`config.mk`:
```
export PLATFORM = sky130hd
export DESIGN_NAME = spmmio_uart_bridge
export DESIGN_NICKNAME = d
export VERILOG_FILES = /design/src/rtl/spmmio_uart_bridge_pkg.sv /design/src/rtl/spmmio_uart_bridge_rx.sv /design/src/rtl/spmmio_uart_bridge.sv
export SDC_FILE = /design/constraint.sdc
export NUM_CORES = 1
export LEC_CHECK = 0
export CAP_MARGIN = 20
export CORE_UTILIZATION = 40
export DETAILED_ROUTE_END_ITERATION = 8
export GPL_TIMING_DRIVEN = 1
export PLACE_DENSITY = 0.58
export SLEW_MARGIN = 30
export SYNTH_ARGS = -nofsm -noshare
export SYNTH_HDL_FRONTEND = slang
export SYNTH_SLANG_ARGS = --single-unit
```
`constraint.sdc`:
```
create_clock -name clk -period 17.3 [get_ports clk]
set_input_delay 4.325 -clock clk [delete_from_list [all_inputs] [get_ports clk]]
set_output_delay 4.325 -clock clk [all_outputs]
set_load 0.03 [all_outputs]
```
`src/rtl/spmmio_uart_bridge_pkg.sv`:
```
// Shared definitions for the UART-to-spmmio debug bridge: parser and
// receiver state encodings, response byte values, command byte field
// positions and the inter-byte timeout multiplier.
package spmmio_uart_bridge_pkg;

  typedef enum logic [3:0] {
    ST_IDLE,
    ST_ADDR_HI,
    ST_ADDR_LO,
    ST_DATA0,
    ST_DATA1,
    ST_DATA2,
    ST_DATA3,
    ST_BUS,
    ST_RESP
  } parser_state_e;

  typedef enum logic [1:0] {
    RX_IDLE,
    RX_START,
    RX_DATA,
    RX_STOP
  } rx_state_e;

  localparam logic [7:0] ACK_BYTE = 8'h06;
  localparam logic [7:0] NAK_BYTE = 8'h15;

  localparam int unsigned CMD_WE_BIT  = 7;
  localparam int unsigned CMD_RSV_MSB = 6;
  localparam int unsigned CMD_RSV_LSB = 4;
  localparam int unsigned CMD_SEL_MSB = 3;
  localparam int unsigned CMD_SEL_LSB = 0;

  localparam int unsigned TIMEOUT_BIT_PERIODS = 32;

  // True while a packet is partially received (header seen, bus cycle not yet issued).
  function automatic logic in_packet(input parser_state_e s);
    return (s == ST_ADDR_HI) || (s == ST_ADDR_LO) || (s == ST_DATA0) ||
           (s == ST_DATA1) || (s == ST_DATA2) || (s == ST_DATA3);
  endfunction

endpackage

```
`src/rtl/spmmio_uart_bridge_rx.sv`:
```
// 8N1 serial receiver for the spmmio UART bridge.
// Ports:
//   clk, reset  : clock, asynchronous active-high reset
//   rxd         : raw serial input, idle high (synchronised here, 2 flops)
//   rx_byte     : last received byte, valid while rx_valid pulses
//   rx_valid    : 1-clk pulse, byte received with a good stop bit
//   rx_ferr     : 1-clk pulse, stop bit sampled low (byte discarded)
module spmmio_uart_bridge_rx
  import spmmio_uart_bridge_pkg::*;
#(
  parameter logic [15:0] BAUD_DIV = 16'd867
) (
  input  logic       clk,
  input  logic       reset,
  input  logic       rxd,
  output logic [7:0] rx_byte,
  output logic       rx_valid,
  output logic       rx_ferr
);

  rx_state_e   state_q, state_d;
  logic        meta_q, meta_d;
  logic        sync_q, sync_d;
  logic [15:0] cnt_q, cnt_d;
  logic [2:0]  bit_q, bit_d;
  logic [7:0]  sh_q, sh_d;
  logic        valid_q, valid_d;
  logic        ferr_q, ferr_d;

  always_comb begin
    state_d = state_q;
    meta_d  = rxd;
    sync_d  = meta_q;
    cnt_d   = cnt_q;
    bit_d   = bit_q;
    sh_d    = sh_q;
    valid_d = 1'b0;
    ferr_d  = 1'b0;
    case (state_q)
      RX_IDLE: begin
        if (!sync_q) begin
          cnt_d   = BAUD_DIV >> 1;
          state_d = RX_START;
        end
      end
      RX_START: begin
        if (cnt_q != '0) begin
          cnt_d = cnt_q - 16'd1;
        end else if (sync_q) begin
          // Line went back high by mid-start: treat as a glitch.
          state_d = RX_IDLE;
        end else begin
          cnt_d   = BAUD_DIV;
          bit_d   = '0;
          state_d = RX_DATA;
        end
      end
      RX_DATA: begin
        if (cnt_q != '0) begin
          cnt_d = cnt_q - 16'd1;
        end else begin
          sh_d  = {sync_q, sh_q[7:1]};
          cnt_d = BAUD_DIV;
          if (bit_q == 3'd7) begin
            state_d = RX_STOP;
          end else begin
            bit_d = bit_q + 3'd1;
          end
        end
      end
      RX_STOP: begin
        if (cnt_q != '0) begin
          cnt_d = cnt_q - 16'd1;
        end else begin
          valid_d = sync_q;
          ferr_d  = !sync_q;
          state_d = RX_IDLE;
        end
      end
      default: state_d = RX_IDLE;
    endcase
  end

  always_ff @(posedge clk or posedge reset) begin
    if (reset) begin
      state_q <= RX_IDLE;
      meta_q  <= 1'b1;
      sync_q  <= 1'b1;
      cnt_q   <= '0;
      bit_q   <= '0;
      sh_q    <= '0;
      valid_q <= 1'b0;
      ferr_q  <= 1'b0;
    end else begin
      state_q <= state_d;
      meta_q  <= meta_d;
      sync_q  <= sync_d;
      cnt_q   <= cnt_d;
      bit_q   <= bit_d;
      sh_q    <= sh_d;
      valid_q <= valid_d;
      ferr_q  <= ferr_d;
    end
  end

  assign rx_byte  = sh_q;
  assign rx_valid = valid_q;
  assign rx_ferr  = ferr_q;

endmodule

```
`src/rtl/spmmio_uart_bridge.sv`:
```
// UART-to-spmmio debug bridge: parses serial command packets
// (cmd, addr_hi, addr_lo[, 4 data bytes]), issues a single-cycle bus
// read or write, and answers with ACK/NAK or 4 bytes of read data.
// Ports:
//   clk, reset    : clock, asynchronous active-high reset
//   adr [0:ADR_W-1], sel [0:3], we, d [0:31] : bus request, held after cs
//   cs            : one-clk bus strobe per transaction
//   q [0:31]      : read data, sampled at the end of the cs cycle
//   uart_txd      : serial response out, idle high
//   uart_rxd      : serial command in, idle high
// Optional: define SPMMIO_UART_BRIDGE_TIMEOUT_EN to drop partial packets
// after 32 bit periods without a completed byte.
module spmmio_uart_bridge
  import spmmio_uart_bridge_pkg::*;
#(
  parameter logic [15:0] BAUD_DIV = 16'd867,
  parameter int unsigned ADR_W    = 8
) (
  input  logic             clk,
  input  logic             reset,
  output logic [0:ADR_W-1] adr,
  output logic             cs,
  output logic [0:3]       sel,
  output logic             we,
  output logic [0:31]      d,
  input  logic [0:31]      q,
  output logic             uart_txd,
  input  logic             uart_rxd
);

  logic [7:0] rx_byte;
  logic       rx_valid;
  logic       rx_ferr;

  spmmio_uart_bridge_rx #(.BAUD_DIV(BAUD_DIV)) u_rx (
    .clk     (clk),
    .reset   (reset),
    .rxd     (uart_rxd),
    .rx_byte (rx_byte),
    .rx_valid(rx_valid),
    .rx_ferr (rx_ferr)
  );

  parser_state_e    state_q, state_d;
  logic             cmd_we_q, cmd_we_d;
  logic [3:0]       cmd_sel_q, cmd_sel_d;
  logic [15:0]      addr_q, addr_d;
  logic [31:0]      data_q, data_d;
  logic [ADR_W-1:0] adr_q, adr_d;
  logic [3:0]       sel_q, sel_d;
  logic             we_q, we_d;
  logic [31:0]      d_q, d_d;
  logic [23:0]      resp_q, resp_d;
  logic [1:0]       resp_left_q, resp_left_d;
  logic             txd_q, txd_d;
  logic [8:0]       tx_sh_q, tx_sh_d;
  logic [3:0]       tx_bits_q, tx_bits_d;
  logic [15:0]      tx_cnt_q, tx_cnt_d;

  logic             tx_load;
  logic [7:0]       tx_byte;
  logic             tx_done;
  logic             load_bus;

`ifdef SPMMIO_UART_BRIDGE_TIMEOUT_EN
  localparam logic [21:0] TMO_LAST =
    22'(TIMEOUT_BIT_PERIODS * (int'(BAUD_DIV) + 1) - 1);
  logic [21:0] tmo_q, tmo_d;
`endif

  always_comb begin
    state_d     = state_q;
    cmd_we_d    = cmd_we_q;
    cmd_sel_d   = cmd_sel_q;
    addr_d      = addr_q;
    data_d      = data_q;
    adr_d       = adr_q;
    sel_d       = sel_q;
    we_d        = we_q;
    d_d         = d_q;
    resp_d      = resp_q;
    resp_left_d = resp_left_q;
    txd_d       = txd_q;
    tx_sh_d     = tx_sh_q;
    tx_bits_d   = tx_bits_q;
    tx_cnt_d    = tx_cnt_q;
    tx_load     = 1'b0;
    tx_byte     = '0;
    load_bus    = 1'b0;

    // tx_bits_q counts periods already started: 0 = start, 1..8 = data, 9 = stop.
    tx_done = (state_q == ST_RESP) && (tx_cnt_q == '0) && (tx_bits_q == 4'd9);

    if ((state_q == ST_RESP) && !tx_done) begin
      if (tx_cnt_q != '0) begin
        tx_cnt_d = tx_cnt_q - 16'd1;
      end else begin
        txd_d     = tx_sh_q[0];
        tx_sh_d   = {1'b1, tx_sh_q[8:1]};
        tx_bits_d = tx_bits_q + 4'd1;
        tx_cnt_d  = BAUD_DIV;
      end
    end

    case (state_q)
      ST_IDLE: begin
        if (rx_valid) begin
          if (rx_byte[CMD_RSV_MSB:CMD_RSV_LSB] != '0) begin
            tx_load     = 1'b1;
            tx_byte     = NAK_BYTE;
            resp_left_d = '0;
            state_d     = ST_RESP;
          end else begin
            cmd_we_d  = rx_byte[CMD_WE_BIT];
            cmd_sel_d = rx_byte[CMD_SEL_MSB:CMD_SEL_LSB];
            state_d   = ST_ADDR_HI;
          end
        end
      end
      ST_ADDR_HI: begin
        if (rx_valid) begin
          addr_d  = {rx_byte, addr_q[7:0]};
          state_d = ST_ADDR_LO;
        end
      end
      ST_ADDR_LO: begin
        if (rx_valid) begin
          addr_d = {addr_q[15:8], rx_byte};
          if (cmd_we_q) begin
            state_d = ST_DATA0;
          end else begin
            load_bus = 1'b1;
            state_d  = ST_BUS;
          end
        end
      end
      ST_DATA0, ST_DATA1, ST_DATA2: begin
        if (rx_valid) begin
          data_d  = {data_q[23:0], rx_byte};
          state_d = (state_q == ST_DATA0) ? ST_DATA1 :
                    (state_q == ST_DATA1) ? ST_DATA2 : ST_DATA3;
        end
      end
      ST_DATA3: begin
        if (rx_valid) begin
          data_d   = {data_q[23:0], rx_byte};
          load_bus = 1'b1;
          state_d  = ST_BUS;
        end
      end
      ST_BUS: begin
        tx_load = 1'b1;
        state_d = ST_RESP;
        if (we_q) begin
          tx_byte     = ACK_BYTE;
          resp_left_d = '0;
        end else begin
          tx_byte     = q[0:7];
          resp_d      = q[8:31];
          resp_left_d = 2'd3;
        end
      end
      ST_RESP: begin
        if (tx_done) begin
          if (resp_left_q != '0) begin
            tx_load     = 1'b1;
            tx_byte     = resp_q[23:16];
            resp_d      = {resp_q[15:0], 8'h00};
            resp_left_d = resp_left_q - 2'd1;
          end else begin
            state_d = ST_IDLE;
          end
        end
      end
      default: state_d = ST_IDLE;
    endcase

    if (rx_ferr && in_packet(state_q)) begin
      state_d = ST_IDLE;
    end

`ifdef SPMMIO_UART_BRIDGE_TIMEOUT_EN
    tmo_d = '0;
    if (in_packet(state_q) && !rx_valid) begin
      if (tmo_q == TMO_LAST) begin
        state_d = ST_IDLE;
      end else begin
        tmo_d = tmo_q + 22'd1;
      end
    end
`endif

    // Bus outputs load only on entry to BUS so they stay stable while the
    // next packet is being parsed.
    if (load_bus) begin
      adr_d = addr_d[ADR_W-1:0];
      sel_d = cmd_sel_q;
      we_d  = cmd_we_q;
      if (cmd_we_q) begin
        d_d = data_d;
      end
    end

    if (tx_load) begin
      tx_sh_d   = {1'b1, tx_byte};
      txd_d     = 1'b0;
      tx_bits_d = '0;
      tx_cnt_d  = BAUD_DIV;
    end
  end

  always_ff @(posedge clk or posedge reset) begin
    if (reset) begin
      state_q     <= ST_IDLE;
      cmd_we_q    <= 1'b0;
      cmd_sel_q   <= '0;
      addr_q      <= '0;
      data_q      <= '0;
      adr_q       <= '0;
      sel_q       <= '0;
      we_q        <= 1'b0;
      d_q         <= '0;
      resp_q      <= '0;
      resp_left_q <= '0;
      txd_q       <= 1'b1;
      tx_sh_q     <= '1;
      tx_bits_q   <= '0;
      tx_cnt_q    <= '0;
    end else begin
      state_q     <= state_d;
      cmd_we_q    <= cmd_we_d;
      cmd_sel_q   <= cmd_sel_d;
      addr_q      <= addr_d;
      data_q      <= data_d;
      adr_q       <= adr_d;
      sel_q       <= sel_d;
      we_q        <= we_d;
      d_q         <= d_d;
      resp_q      <= resp_d;
      resp_left_q <= resp_left_d;
      txd_q       <= txd_d;
      tx_sh_q     <= tx_sh_d;
      tx_bits_q   <= tx_bits_d;
      tx_cnt_q    <= tx_cnt_d;
    end
  end

`ifdef SPMMIO_UART_BRIDGE_TIMEOUT_EN
  always_ff @(posedge clk or posedge reset) begin
    if (reset) begin
      tmo_q <= '0;
    end else begin
      tmo_q <= tmo_d;
    end
  end
`endif

  assign adr      = adr_q;
  assign sel      = sel_q;
  assign we       = we_q;
  assign d        = d_q;
  assign cs       = (state_q == ST_BUS);
  assign uart_txd = txd_q;

endmodule

```
---- After elaboration in Yosys (flattened, before gate mapping) ----
Cells that the tools add are included.
operators by class
  muxes and demuxes ....................... 76
  reduce and logical (&&, ||, !) cells .... 34
  bitwise gates (word level) .............. 2
  equal/unequal tests ..................... 35
  add/subtract/negate cells ............... 5
operators with widths
  kind                                                                     count
  16-bit two-way mux                                                       8
  24-bit two-way mux                                                       3
  32-bit two-way mux                                                       2
  16-bit case mux with 4 select lines                                      1
  4-bit two-way mux                                                        12
  24-bit case mux with 2 select lines                                      1
  8-bit two-way mux                                                        4
  16-bit nonzero test                                                      2
  16-bit by 1-bit subtractor with 16-bit output, second input constant     2
  4-bit case mux with 7 select lines                                       1
  9-bit two-way mux                                                        3
  2-bit two-way mux                                                        13
  8-bit case mux with 3 select lines                                       1
  2-bit inequality test, second input constant                             10
  4-bit by 3-bit equality test with 1-bit output, second input constant    4
  16-bit logical NOT                                                       1
  8-bit case mux with 2 select lines                                       1
  3-bit two-way mux                                                        5
  5-bit AND reduction                                                      3
  1-bit two-way mux                                                        14
  3-bit by 2-bit inequality test with 1-bit output, second input constant  4
  5-bit two-way mux                                                        2
  3-bit by 1-bit inequality test with 1-bit output, second input constant  3
  4-bit by 2-bit equality test with 1-bit output, second input constant    2
  other kinds (29)                                                         50
word-level totals
  logic and storage cells ................. 175
  flip-flop bits (word level) ............. 183

---- Longest topological paths before layout ----
  word-level depth ........................ 9
  mapped depth ............................ 10
  depth with buffers taken out ............ 7

---- Cells and area by module ----
From an unflattened synthesis, not the netlist that was laid out.
unflattened totals
  cells, all modules ...................... 735
  area, all modules ....................... 8526.9 sq um
by module, submodules not included
  module                 times used  seq. area each (sq um)  cells each  area an instance (sq um)
  spmmio_uart_bridge     1           3739.8                  557         6754.0
  spmmio_uart_bridge_rx  1           828.3                   178         1773.0

---- Worst setup path before layout ----
Ideal clock, no wire load.
  path type ............................... register to output
  from .................................... register state_q[3]
  to ...................................... output cs
  cell stages (with the launch flop) ...... 4
  slack ................................... 11.840 ns
  arrival time ............................ 1.135 ns
  cell sequence ........................... dfrtp_1 clkbuf_1 nand4b_1 inv_1
between the ends
  cells in the longest elaborated chain, start to end .. 1
RTL lines
  what                                            line                       source
  from (decl)                                     spmmio_uart_bridge.sv:44   parser_state_e state_q, state_d;
  from (signal assigned)                          spmmio_uart_bridge.sv:230  state_q <= state_d;
  4-bit by 3-bit equality test with 1-bit output  spmmio_uart_bridge.sv:262  assign cs = (state_q == ST_BUS);
  to (decl)                                       spmmio_uart_bridge.sv:22   output logic cs,
Every way passes these cells.

---- Worst setup path in the final report ----
  from .................................... register state_q[2]
  to ...................................... output cs
Same word-level chain as after synthesis.

==> summary.md <==
| Metric | Value |
|---|---|
| CP Launch Point | state_q[2] |
| GRT met2 Usage | 0.2873 |
| M1 GR Usage | 0.2228 |
| RD Place Congestion | 0.8340 |
| Share of layout cells above drive strength 1 | 0.2201 |
| Family with the most delay on the worst path | buffers and inverters |
| FF+latch area | between 0.004 and 0.005 sq mm |
| DP HPWL | ~12 mm |
| Rel. slew slack | 0.4411 |
| DRC errors left | 0 |
| Reg2reg end | tx_sh_q[2] |
| Synth async-reset ratio | 1.000 |
| Clock-pin slew on the worst setup and hold paths | 80 ps |
| CP required | 12980 ps |
| Vias in the first global route | 5882 |
| Total die area | about 0.022 sq mm |
| Worst R2R Setup Slack | 14090 ps |
| Cell accounting for the most synthesized area | dfrtp_1 |
| Antenna-violating nets left | 0 |
| Setup crit end | cs |
| Area of the multi-input gates | 0.003686 sq mm |
| Slew Limit Fails | 0 |
| Final hold vios | 0 |
| Synth warnings | 0 |
| Clk_skew | around 16 ps |
| Via count | slightly below 6000 |
| Antenna violations before repair | 0 |
| Post-cts sizing count | 0 |
| Final WL | between 15 and 20 mm |
| Post-Syn Instances | 728 |
| Top cell type's share of synthesized area | 0.5023 |
| DR iter-0 viols | between 400 and 500 |
| Crit path depth | 3 |
| Post-CTS setup buffer count | 0 |
| Num rows | 53 |
| Die Wd | roughly 150 um |
| Final worst-path cycle share | 0.3792 |
| Core area | about 0.021 sq mm |
| CTS Sinks | 182 |
| Critical path, cell by cell | nand4b_1, inv_1, clkdlybuf4s50_1 |
| Avg Inst Size Synth | 11.70 sq um |
| Min Tclk post-route | 6560 ps |
| Setup TNS | 0 ps |
| Worst slack at placement | 11000 ps |
| Met3 Use GR | 0.03210 |
| CTS H-Tree Depth | 4 |
| Crit end category | primary output |
| Pwr/cell area | between 80 and 90 mW/mm^2 |
| Die Ht | 147.9 um |
| I/O Pins | 82 |
| Synth top cells by count | dfrtp_1 (171), mux2_2 (99), nand2_1 (63) |
| TritonCTS clock tree | built |
| Synthesis-stage register bit count | roughly 180 |
| Largest net degree at the start of global routing | a little under 100 |
| CP Max Fanout | 12 |
| Area grow syn2layout | 18.93% |
| Port bufs | a little over 80 |
| WP data arrival | 2230 ps |
| Initial Util | 0.4066 |
| Synth top area cells | dfrtp_1 (50%), mux2_2 (13%), mux2i_1 (3.8%) |
| Most used flip-flop cell after synthesis | dfrtp_1 |
| FMAX | approximately 150 MHz |
| Routed wire length per instance | 16.31 um |
| Tot GR Track Use | 0.1703 |
| Cts hold-fix bufs | 0 |
| Post-synth cell types | 76 |
| Max Cap Viol | 0 |
| Final setup fails | 0 |
| CP max stage delay | between 600 and 700 ps |
| Number of synthesized flops with an enable pin | 0 |
| Antenna cells | 0 |
| Slowest-stage cell, CP | clkdlybuf4s50_1 |
| CTS Buf Count | 17 |
| Clk_lat worst skew | between 400 and 500 ps |
| RR Startpoint | tx_cnt_q[0] |
| Buf/Inv on CP | 2 |
| Syn Nets | 776 |
| Most crowded layer after global routing | met2 |
| Hold wc startpoint | u_rx.meta_q |
| Leakage | ~4.8 nW |
| Filler cells | approximately 1900 |
| Maximum root-to-sink buffer count | 2 |
| RSZ-0062 raised after global routing | false |
| Outcome | complete, no violations |
| Worst slew pin tran | around 830 ps |
| Global-route wire length before repair | 29.62 mm |
| CTS root buffer | clkbuf_16 |
| Worst setup SP type | flip-flop |
| Worst R2R Path Depth | 7 |
| Remaining global-route overflow | 0 |
| Pre-Repair DR Iteration Count | 6 |
| HP Class | flip-flop to flip-flop |
| Setup ws final | 10740 ps |
| Number of nets in the layout | ~840 |
| Area of the mapped netlist | roughly 0.0085 sq mm |
| Most frequent cell after synthesis | dfrtp_1 |
| Sequential share of the synthesized area | 0.5362 |
| Vias/cell | about 5.4 |
| Crit Path Class | flip-flop to primary output |
| Worst-case vdd ir drop | about 0.053 mV |
[layer usage]
layer | wire length, um | vias up
met5 | 0 | -
met4 | 104 | 0
met3 | 503 | 6
met2 | 9066 | 97
met1 | 7928 | 2930
li1 | - | 2756
[where the power goes]
group	total (mW)	leakage, nW	internal (mW)	switching (mW)
combinational	0.0182	2.17	0.00789	0.0103
clock	0.396	0.296	0.200	0.196
sequential	0.426	2.36	0.426	0.000324
[sequential cells by signal, summed over array words and instances (netlist names), named ones only]
name,cells
addr_q,8
d,32
u_rx.cnt_q,16
cmd_sel_q,4
u_rx.sync_q,1
cmd_we_q,1
data_q,32
u_rx.state_q,1
we,1
u_rx.rx_ferr,1
sel,4
tx_cnt_q,16
u_rx.rx_byte,8
u_rx.bit_q,3
resp_left_q,2
u_rx.meta_q,1
u_rx.rx_valid,1
tx_bits_q,4
state_q,4
tx_sh_q,8
adr,8
resp_q,24
uart_txd,1
[final cells by class]
class	count	share of cell area
clock buffers	17	0.04199
clock inverters	15	0.01852
inverters	17	0.006792
multi-input cells	487	0.3638
flip-flops and latches	182	0.4509
well taps	275	0.03396
repair buffers	86	0.08409
[worst min path at each step]
stage                     slack (ps)  depth (start not counted)     endpoint
after global placement           350                          0  u_rx.sync_q
after detailed placement         350                          0  u_rx.sync_q
after CTS                        360                          0  u_rx.sync_q
after global routing             370                          0  u_rx.sync_q
final                            360                          0  u_rx.sync_q
after floorplan                  350                          0  u_rx.sync_q
[layout by cell type, fill, tap and decap left out, types with 5 or more instances in the layout]
cell             netlist  layout
clkbuf_16              0      17
a211oi_1               5       5
clkdlybuf4s50_1        0      81
ha_1                  13      13
a21oi_1               24      24
dfrtp_1              171     171
inv_8                  0       5
nand3_1               17      17
inv_1                 17      16
o21ai_0               36      36
mux2i_1               32      32
nor2_1                39      38
dfstp_2               11      11
nor3_1                20      20
a31oi_1                9       8
a22oi_1                5       5
or2_2                  7       7
o211ai_1               5       5
and3_1                 9       9
mux2_2                99      99
xor2_1                 8       8
nand2_1               63      63
or3_1                 15      15
[logic make-up (layout without fill, tap and decap cells)]
logic type / after synthesis / after routing / synth area share
adder cells (fa/ha/maj): 13 / 13 / 0.01909
flip-flops: 182 / 182 / 0.5362
buffers and inverters: 59 / 135 / 0.03422
multiplexers: 131 / 131 / 0.1685
XOR/XNOR: 10 / 10 / 0.01028
AND/OR/NAND/NOR: 208 / 208 / 0.1266
AO/OA/AOI/OAI: 125 / 125 / 0.1052
[metrics by stage]
step,util,std cells,instance area [sq um],hold WS [ps],power (mW)
6_report,0.4835,1079,10130,359.4,0.8402
3_3_place_gp,0.4532,1047,9498,348.1,0.4528
2_1_floorplan,-,728,8519,345.2,0.4418
3_5_place_dp,0.4543,1047,9519,348.1,0.4533
5_1_grt,0.4835,1079,10130,365.2,0.8706
4_1_cts,0.4835,1079,10130,359.5,0.8534
No activity file was read; power rests on OpenSTA's default activity.
